[config.mk]
export PLATFORM = sky130hd
export DESIGN_NAME = input_port_buffer_flat
export DESIGN_NICKNAME = d
export VERILOG_FILES = /design/src/rtl/router_pkg.sv /design/src/rtl/input_port_buffer_if.sv /design/src/rtl/flit_fifo.sv /design/src/rtl/input_port_buffer.sv /design/src/flat_wrapper.sv
export SDC_FILE = /design/constraint.sdc
export NUM_CORES = 1
export LEC_CHECK = 0
export ABC_AREA = 1
export CORE_ASPECT_RATIO = 1.5
export CORE_MARGIN = 10
export CORE_UTILIZATION = 35
export CTS_CLUSTER_DIAMETER = 100
export DETAILED_ROUTE_END_ITERATION = 8
export PLACE_DENSITY = 0.66
export SETUP_SLACK_MARGIN = 0.3
export SLEW_MARGIN = 30
export SYNTH_ARGS = -nofsm -noshare
export SYNTH_HDL_FRONTEND = slang
export SYNTH_HIERARCHICAL = 1
export SYNTH_SLANG_ARGS = --single-unit
[constraint.sdc]
create_clock -name clk -period 2.3 [get_ports clk]
set_input_delay 0.575 -clock clk [delete_from_list [all_inputs] [get_ports clk]]
set_output_delay 0.575 -clock clk [all_outputs]
set_load 0.01 [all_outputs]
[src/rtl/router_pkg.sv]
// router_pkg: flit type codes, output-port bit indices, input-buffer FSM states
// and the one-hot route legality test shared by the router blocks.
package router_pkg;
    localparam logic [1:0] HDR  = 2'b10;
    localparam logic [1:0] BODY = 2'b00;
    localparam logic [1:0] TAIL = 2'b01;
    localparam int L = 0;
    localparam int E = 1;
    localparam int W = 2;
    localparam int S = 3;
    localparam int N = 4;
    typedef enum logic [1:0] {IDLE = 2'd0, ACTIVE = 2'd1, DROP = 2'd2} state_t;
    function automatic logic is_onehot(input logic [N:0] v);
        return v != '0 && (v & (v - 1'b1)) == '0;
    endfunction
endpackage

[src/rtl/input_port_buffer_if.sv]
// input_port_buffer_if: upstream link, route-compute, allocator and output
// signals of one router input port; master drives the port, slave is the buffer.
interface input_port_buffer_if #(parameter int FLIT_W = 8, parameter int CNT_W = 8);
    logic [FLIT_W-1:0] flit_in;
    logic [1:0]        type_in;
    logic              valid_in;
    logic              ready_out;
    logic [FLIT_W-1:0] hdr_to_rc;
    logic [4:0]        rc_onehot;
    logic [4:0]        req_out;
    logic              grant_in;
    logic [FLIT_W-1:0] flit_out;
    logic [1:0]        type_out;
    logic              valid_out;
    logic [CNT_W-1:0]  drop_cnt;
    modport master(output flit_in, type_in, valid_in, rc_onehot, grant_in,
                   input ready_out, hdr_to_rc, req_out, flit_out, type_out, valid_out, drop_cnt);
    modport slave(input flit_in, type_in, valid_in, rc_onehot, grant_in,
                  output ready_out, hdr_to_rc, req_out, flit_out, type_out, valid_out, drop_cnt);
endinterface

[src/rtl/flit_fifo.sv]
// flit_fifo: DEPTH-entry circular flit store with occupancy count; the front
// entry reads as zero while empty.
module flit_fifo #(parameter int DEPTH = 4, parameter int W = 10) (
    input  logic         clk,
    input  logic         rst_n,
    input  logic         push,
    input  logic         pop,
    input  logic [W-1:0] din,
    output logic [W-1:0] dout,
    output logic         full,
    output logic         empty
);
    localparam int AW = $clog2(DEPTH);
    localparam int CW = AW + 1;
    logic [W-1:0]  mem [DEPTH];
    logic [AW-1:0] wr_ptr, rd_ptr;
    logic [CW-1:0] count;
    logic          do_push, do_pop;
    assign full    = count == CW'(DEPTH);
    assign empty   = count == '0;
    assign do_push = push && !full;
    assign do_pop  = pop && !empty;
    assign dout    = empty ? '0 : mem[rd_ptr];
    always_ff @(posedge clk)
        if (do_push) mem[wr_ptr] <= din;
    always_ff @(posedge clk or negedge rst_n) begin
        if (!rst_n) begin
            wr_ptr <= '0;
            rd_ptr <= '0;
            count  <= '0;
        end else begin
            wr_ptr <= wr_ptr + AW'(do_push);
            rd_ptr <= rd_ptr + AW'(do_pop);
            count  <= count + CW'(do_push) - CW'(do_pop);
        end
    end
endmodule

[src/rtl/input_port_buffer.sv]
// input_port_buffer: buffers flits, latches the route of each legal header and
// holds the request until the tail is forwarded; drops unroutable and orphan flits.
module input_port_buffer
    import router_pkg::*;
#(
    parameter int DEPTH  = 4,
    parameter int FLIT_W = 8,
    parameter int CNT_W  = 8
) (
    input logic                 clk,
    input logic                 rst_n,
    input_port_buffer_if.slave  bus
);
    localparam logic [CNT_W-1:0] CNT_MAX = '1;
    state_t            state;
    logic [N:0]        route;
    logic [FLIT_W+1:0] head;
    logic [FLIT_W-1:0] head_flit;
    logic [1:0]        head_type;
    logic              full, empty, pop, fwd, legal;
    flit_fifo #(.DEPTH(DEPTH), .W(FLIT_W + 2)) u_fifo (
        .clk(clk), .rst_n(rst_n), .push(bus.valid_in), .pop(pop),
        .din({bus.type_in, bus.flit_in}), .dout(head), .full(full), .empty(empty)
    );
    assign {head_type, head_flit} = head;
    assign legal         = is_onehot(bus.rc_onehot);
    assign bus.ready_out = !full;
    assign bus.hdr_to_rc = head_flit;
    assign bus.req_out   = state == ACTIVE ? route : '0;
    assign fwd           = state == ACTIVE && bus.grant_in && !empty;
    // a legal header waits at the front in IDLE until its route is latched
    assign pop = !empty && (state == IDLE ? (head_type != HDR || !legal) :
                            state == ACTIVE ? bus.grant_in : 1'b1);
    always_ff @(posedge clk or negedge rst_n) begin
        if (!rst_n) begin
            state         <= IDLE;
            route         <= '0;
            bus.flit_out  <= '0;
            bus.type_out  <= '0;
            bus.valid_out <= 1'b0;
            bus.drop_cnt  <= '0;
        end else begin
            bus.valid_out <= fwd;
            if (fwd) begin
                bus.flit_out <= head_flit;
                bus.type_out <= head_type;
            end
            if (pop && !fwd && bus.drop_cnt != CNT_MAX) bus.drop_cnt <= bus.drop_cnt + CNT_W'(1);
            case (state)
                IDLE: if (!empty && head_type == HDR) begin
                    state <= legal ? ACTIVE : DROP;
                    route <= legal ? bus.rc_onehot : '0;
                end
                ACTIVE, DROP: if (pop && head_type == TAIL) begin
                    state <= IDLE;
                    route <= '0;
                end
                default: state <= IDLE;
            endcase
        end
    end
endmodule

[src/flat_wrapper.sv]
// flat-port wrapper written by rule: the top's interface ports become plain ports
module input_port_buffer_flat import router_pkg::*;
#(
    parameter int DEPTH  = 4,
    parameter int FLIT_W = 8,
    parameter int CNT_W  = 8
)
  (clk, rst_n, bus_flit_in, bus_type_in, bus_valid_in, bus_rc_onehot, bus_grant_in, bus_ready_out, bus_hdr_to_rc, bus_req_out, bus_flit_out, bus_type_out, bus_valid_out, bus_drop_cnt);
  input_port_buffer_if #(.FLIT_W(FLIT_W), .CNT_W(CNT_W)) bus_i ();
  input logic clk;
  input logic rst_n;
  input wire logic [$bits(bus_i.flit_in)-1:0] bus_flit_in;
  input wire logic [$bits(bus_i.type_in)-1:0] bus_type_in;
  input wire logic [$bits(bus_i.valid_in)-1:0] bus_valid_in;
  input wire logic [$bits(bus_i.rc_onehot)-1:0] bus_rc_onehot;
  input wire logic [$bits(bus_i.grant_in)-1:0] bus_grant_in;
  output wire logic [$bits(bus_i.ready_out)-1:0] bus_ready_out;
  output wire logic [$bits(bus_i.hdr_to_rc)-1:0] bus_hdr_to_rc;
  output wire logic [$bits(bus_i.req_out)-1:0] bus_req_out;
  output wire logic [$bits(bus_i.flit_out)-1:0] bus_flit_out;
  output wire logic [$bits(bus_i.type_out)-1:0] bus_type_out;
  output wire logic [$bits(bus_i.valid_out)-1:0] bus_valid_out;
  output wire logic [$bits(bus_i.drop_cnt)-1:0] bus_drop_cnt;
  assign bus_i.flit_in = bus_flit_in;
  assign bus_i.type_in = bus_type_in;
  assign bus_i.valid_in = bus_valid_in;
  assign bus_i.rc_onehot = bus_rc_onehot;
  assign bus_i.grant_in = bus_grant_in;
  assign bus_ready_out = bus_i.ready_out;
  assign bus_hdr_to_rc = bus_i.hdr_to_rc;
  assign bus_req_out = bus_i.req_out;
  assign bus_flit_out = bus_i.flit_out;
  assign bus_type_out = bus_i.type_out;
  assign bus_valid_out = bus_i.valid_out;
  assign bus_drop_cnt = bus_i.drop_cnt;
  input_port_buffer #(.DEPTH(DEPTH), .FLIT_W(FLIT_W), .CNT_W(CNT_W)) u_core (.clk(clk), .rst_n(rst_n), .bus(bus_i));
endmodule
==> run metrics <==
slowest stage delay, CP 0.44 ns; Setup Total Neg Slack 0 ns; final setup violation count 0; clock slew at reported path FFs 0.05 ns; run status complete, no violations; Max VDD drop 706.6 uV; die height 142.3 um; H-tree levels 3; Syn. warnings 6; # nets final 512; worst setup margin 0.09123 ns; crit path time final 2.209 ns; Clock Latency Late Sink 0.33 ns; Vias 2862; final hold violation count 0; worst path cell trace inv_4, buf_6, nand2_4, nand3_2, a21oi_2, nand2_2, inv_2, a31oi_4, nand2_2, inv_2, nand2_2, nand2_2, ha_4, fa_2, xnor2_2; vias in the first global route 3014; Final Instance Area 4907 sq um; Util after Layout 50.65%; Storage cell area 2028 sq um; power per cell area 1406 nW/um^2; starting density of the core 36.00%; Slew Viols, Final 0; DRC 0; Clock Skew 0.004952 ns; most frequent CP cell nand2_2; num ports 52; sequential-to-total area share from yosys stat 58.11%; Syn Inst Count 384; Vias per Instance 4.723; FP Rows 44; Startpoint Class register; Post-Layout Cell Count 606; Seq cells post-synth 73; Placer Congestion 0.7949; CORE AREA 9689 sq um; area leader, netlist edfxtp_1; Worst Hold Class reg -> reg; WP data arrival 2.42 ns; Max-slew headroom 70.17%; Die X 101.5 um; GRT Total Usage 12.62%; Top FF cell, synth edfxtp_1; DP Wirelength 6.107 mm; mapped cell area 3488 sq um; dpl cells 570; critical path's slowest cell dfrtp_2; number of buffers created by CTS 9; Iteration-0 DRC Markers 133; Commonest cells post-synth nand2_1 (133), inv_1 (67), edfxtp_1 (40); antenna violations before repair 0; first-pass GRT wire length 14.28 mm; proportion of layout cells with a drive suffix above 1 29.12%; DIE AREA 14440 sq um; CTS tree yes; pre-CTS WS -0.4030 ns; CTS root buf clkbuf_16; routed wire length 8.617 mm; worst slew pin tran 0.4474 ns; number of diodes 0; Area Growth Syn to Fin 40.67%; Final Total Pwr 6.900 mW; Clock Sinks 73; Final Cycle Share 96.03%; Mapped Nets 409; CP required 2.51 ns; async set-reset flop share out of synthesis 45.21%; Area after DPL 4344 sq um; Yosys cell types 29; Worst setup EP type register; Detailed Routing Iterations Pass 1 4; Crit Path Category reg -> reg; count of max-cap constraint violations 0; Max FO, Critical Path 6; LEAKAGE 2.357 nW; DRT antenna net count 0; final hold slack 0.4842 ns; WL per Instance 14.22 um; Synth top area share 34.43%; # port buffers 51; Multi-input gate area 1351 sq um; most common cell in the synthesized netlist nand2_1; maximum number of pins on one net before global-route repair 34; Post-synth EDFFs 40; RSZ-0062 raised after global routing yes; top area cells in the synthesized netlist edfxtp_1 (34%), dfrtp_1 (24%), nand2_1 (14%), inv_1 (7.2%), nand3_1 (3.6%); fill count 886; gr ovfl total 0; Syn Area/Cell 9.084 sq um; FMAX 452.7 MHz; CTS Buffer Depth 2
cell usage in the layout (no fill, tap or decap), types with 3 or more instances in the layout:
master           count
a21oi_1              3
a21oi_2             10
buf_2                8
buf_4               45
buf_6                4
clkbuf_16            9
clkdlybuf4s50_1     32
dfrtp_1             32
dlygate4sd2_1       11
edfxtp_1            40
ha_1                 3
inv_1               62
inv_2                8
nand2_1            116
nand2_2             19
nand3_1             13
nand3_2             14
nand4_1              9
nor2_1               8
nor2_2               5
o21ai_0              5
o21ai_1              6
xor2_1               4
power breakdown:
part	switching (mW)	internal (mW)	leakage [nW]	total, mW
clock	0.483	0.715	0.123	1.20
sequential	0.248	1.82	0.784	2.06
combinational	1.95	1.69	1.45	3.64
total	2.68	4.22	2.36	6.90
kinds of logic (layout without fill, tap and decap cells):
logic type      Yosys count  count (layout)  synth area share, %
simple gates            190             190                24.28
flops                    73              73                58.11
buf+inv                  81             188                9.039
compound gates           28              28                4.699
fa+ha+maj                 6               6                2.367
xor+xnor                  6               6                1.506
worst paths after layout:
path | from | endpoint | slack, ns | cells after the start
setup / recovery | u_core/u_fifo/rd_ptr[0] | u_core/u_fifo/count[2] | 0.09 | 15
hold / removal | u_core/bus.flit_out[4] | u_core/bus.flit_out[4] | 0.48 | 2
setup reg to reg | u_core/u_fifo/rd_ptr[0] | u_core/u_fifo/count[2] | 0.09 | 15
hold reg to reg | u_core/bus.flit_out[4] | u_core/bus.flit_out[4] | 0.48 | 2
max in group asynchronous | rst_n | u_core/u_fifo/rd_ptr[0] | 1.29 | 2
min in group asynchronous | rst_n | u_core/route[3] | 0.66 | 2
what timing repair did:
| item | in CTS | in global routing |
|---|---|---|
| pin swaps | 14 | 14 |
| gates resized for setup | 62 | 36 |
| cloned | 0 | 0 |
| endpoints found under the setup margin | 18 | 19 |
| setup buffers | 11 | 10 |
| hold buffers | 0 | 0 |
flip-flops by register name (all words and copies together), names as in the netlist:
name / flops
u_core/bus.drop_cnt: 8
u_core/bus.flit_out: 8
u_core/bus.type_out: 2
u_core/bus.valid_out: 1
u_core/route: 5
u_core/state: 2
u_core/u_fifo/count: 3
u_core/u_fifo/mem: 40
u_core/u_fifo/rd_ptr: 2
u_core/u_fifo/wr_ptr: 2
worst max-delay path, delay by kind of cell, from the launching register on:
kind	cells	cell delay [ns]
simple gates	6	0.42
compound gates	2	0.25
xor+xnor	1	0.14
buf+inv	4	0.33
flops	1	0.44
fa+ha+maj	2	0.51
layout make-up:
type / instances / share of cell area (%)
Inverter: 72 / 5.609
Clock inverter: 4 / 0.4335
Clock buffer: 11 / 4.742
Timing Repair Buffer: 101 / 17.41
Tap cell: 115 / 2.932
Sequential cell: 73 / 41.33
Multi-Input combinational cell: 230 / 27.54
metal layers:
layer / part of all wire (%) / wire (um) / up-vias / GRT usage [%]
met4: 2.7 / 235 / 0 / 6.255
met2: 55 / 4727 / 50 / 22.75
met1: 38 / 3234 / 1383 / 12.69
li1: - / - / 1413 / -
met5: 0 / 0 / - / 0
met3: 4.9 / 420 / 16 / 3.695
Power figures use the tool's default switching activity.
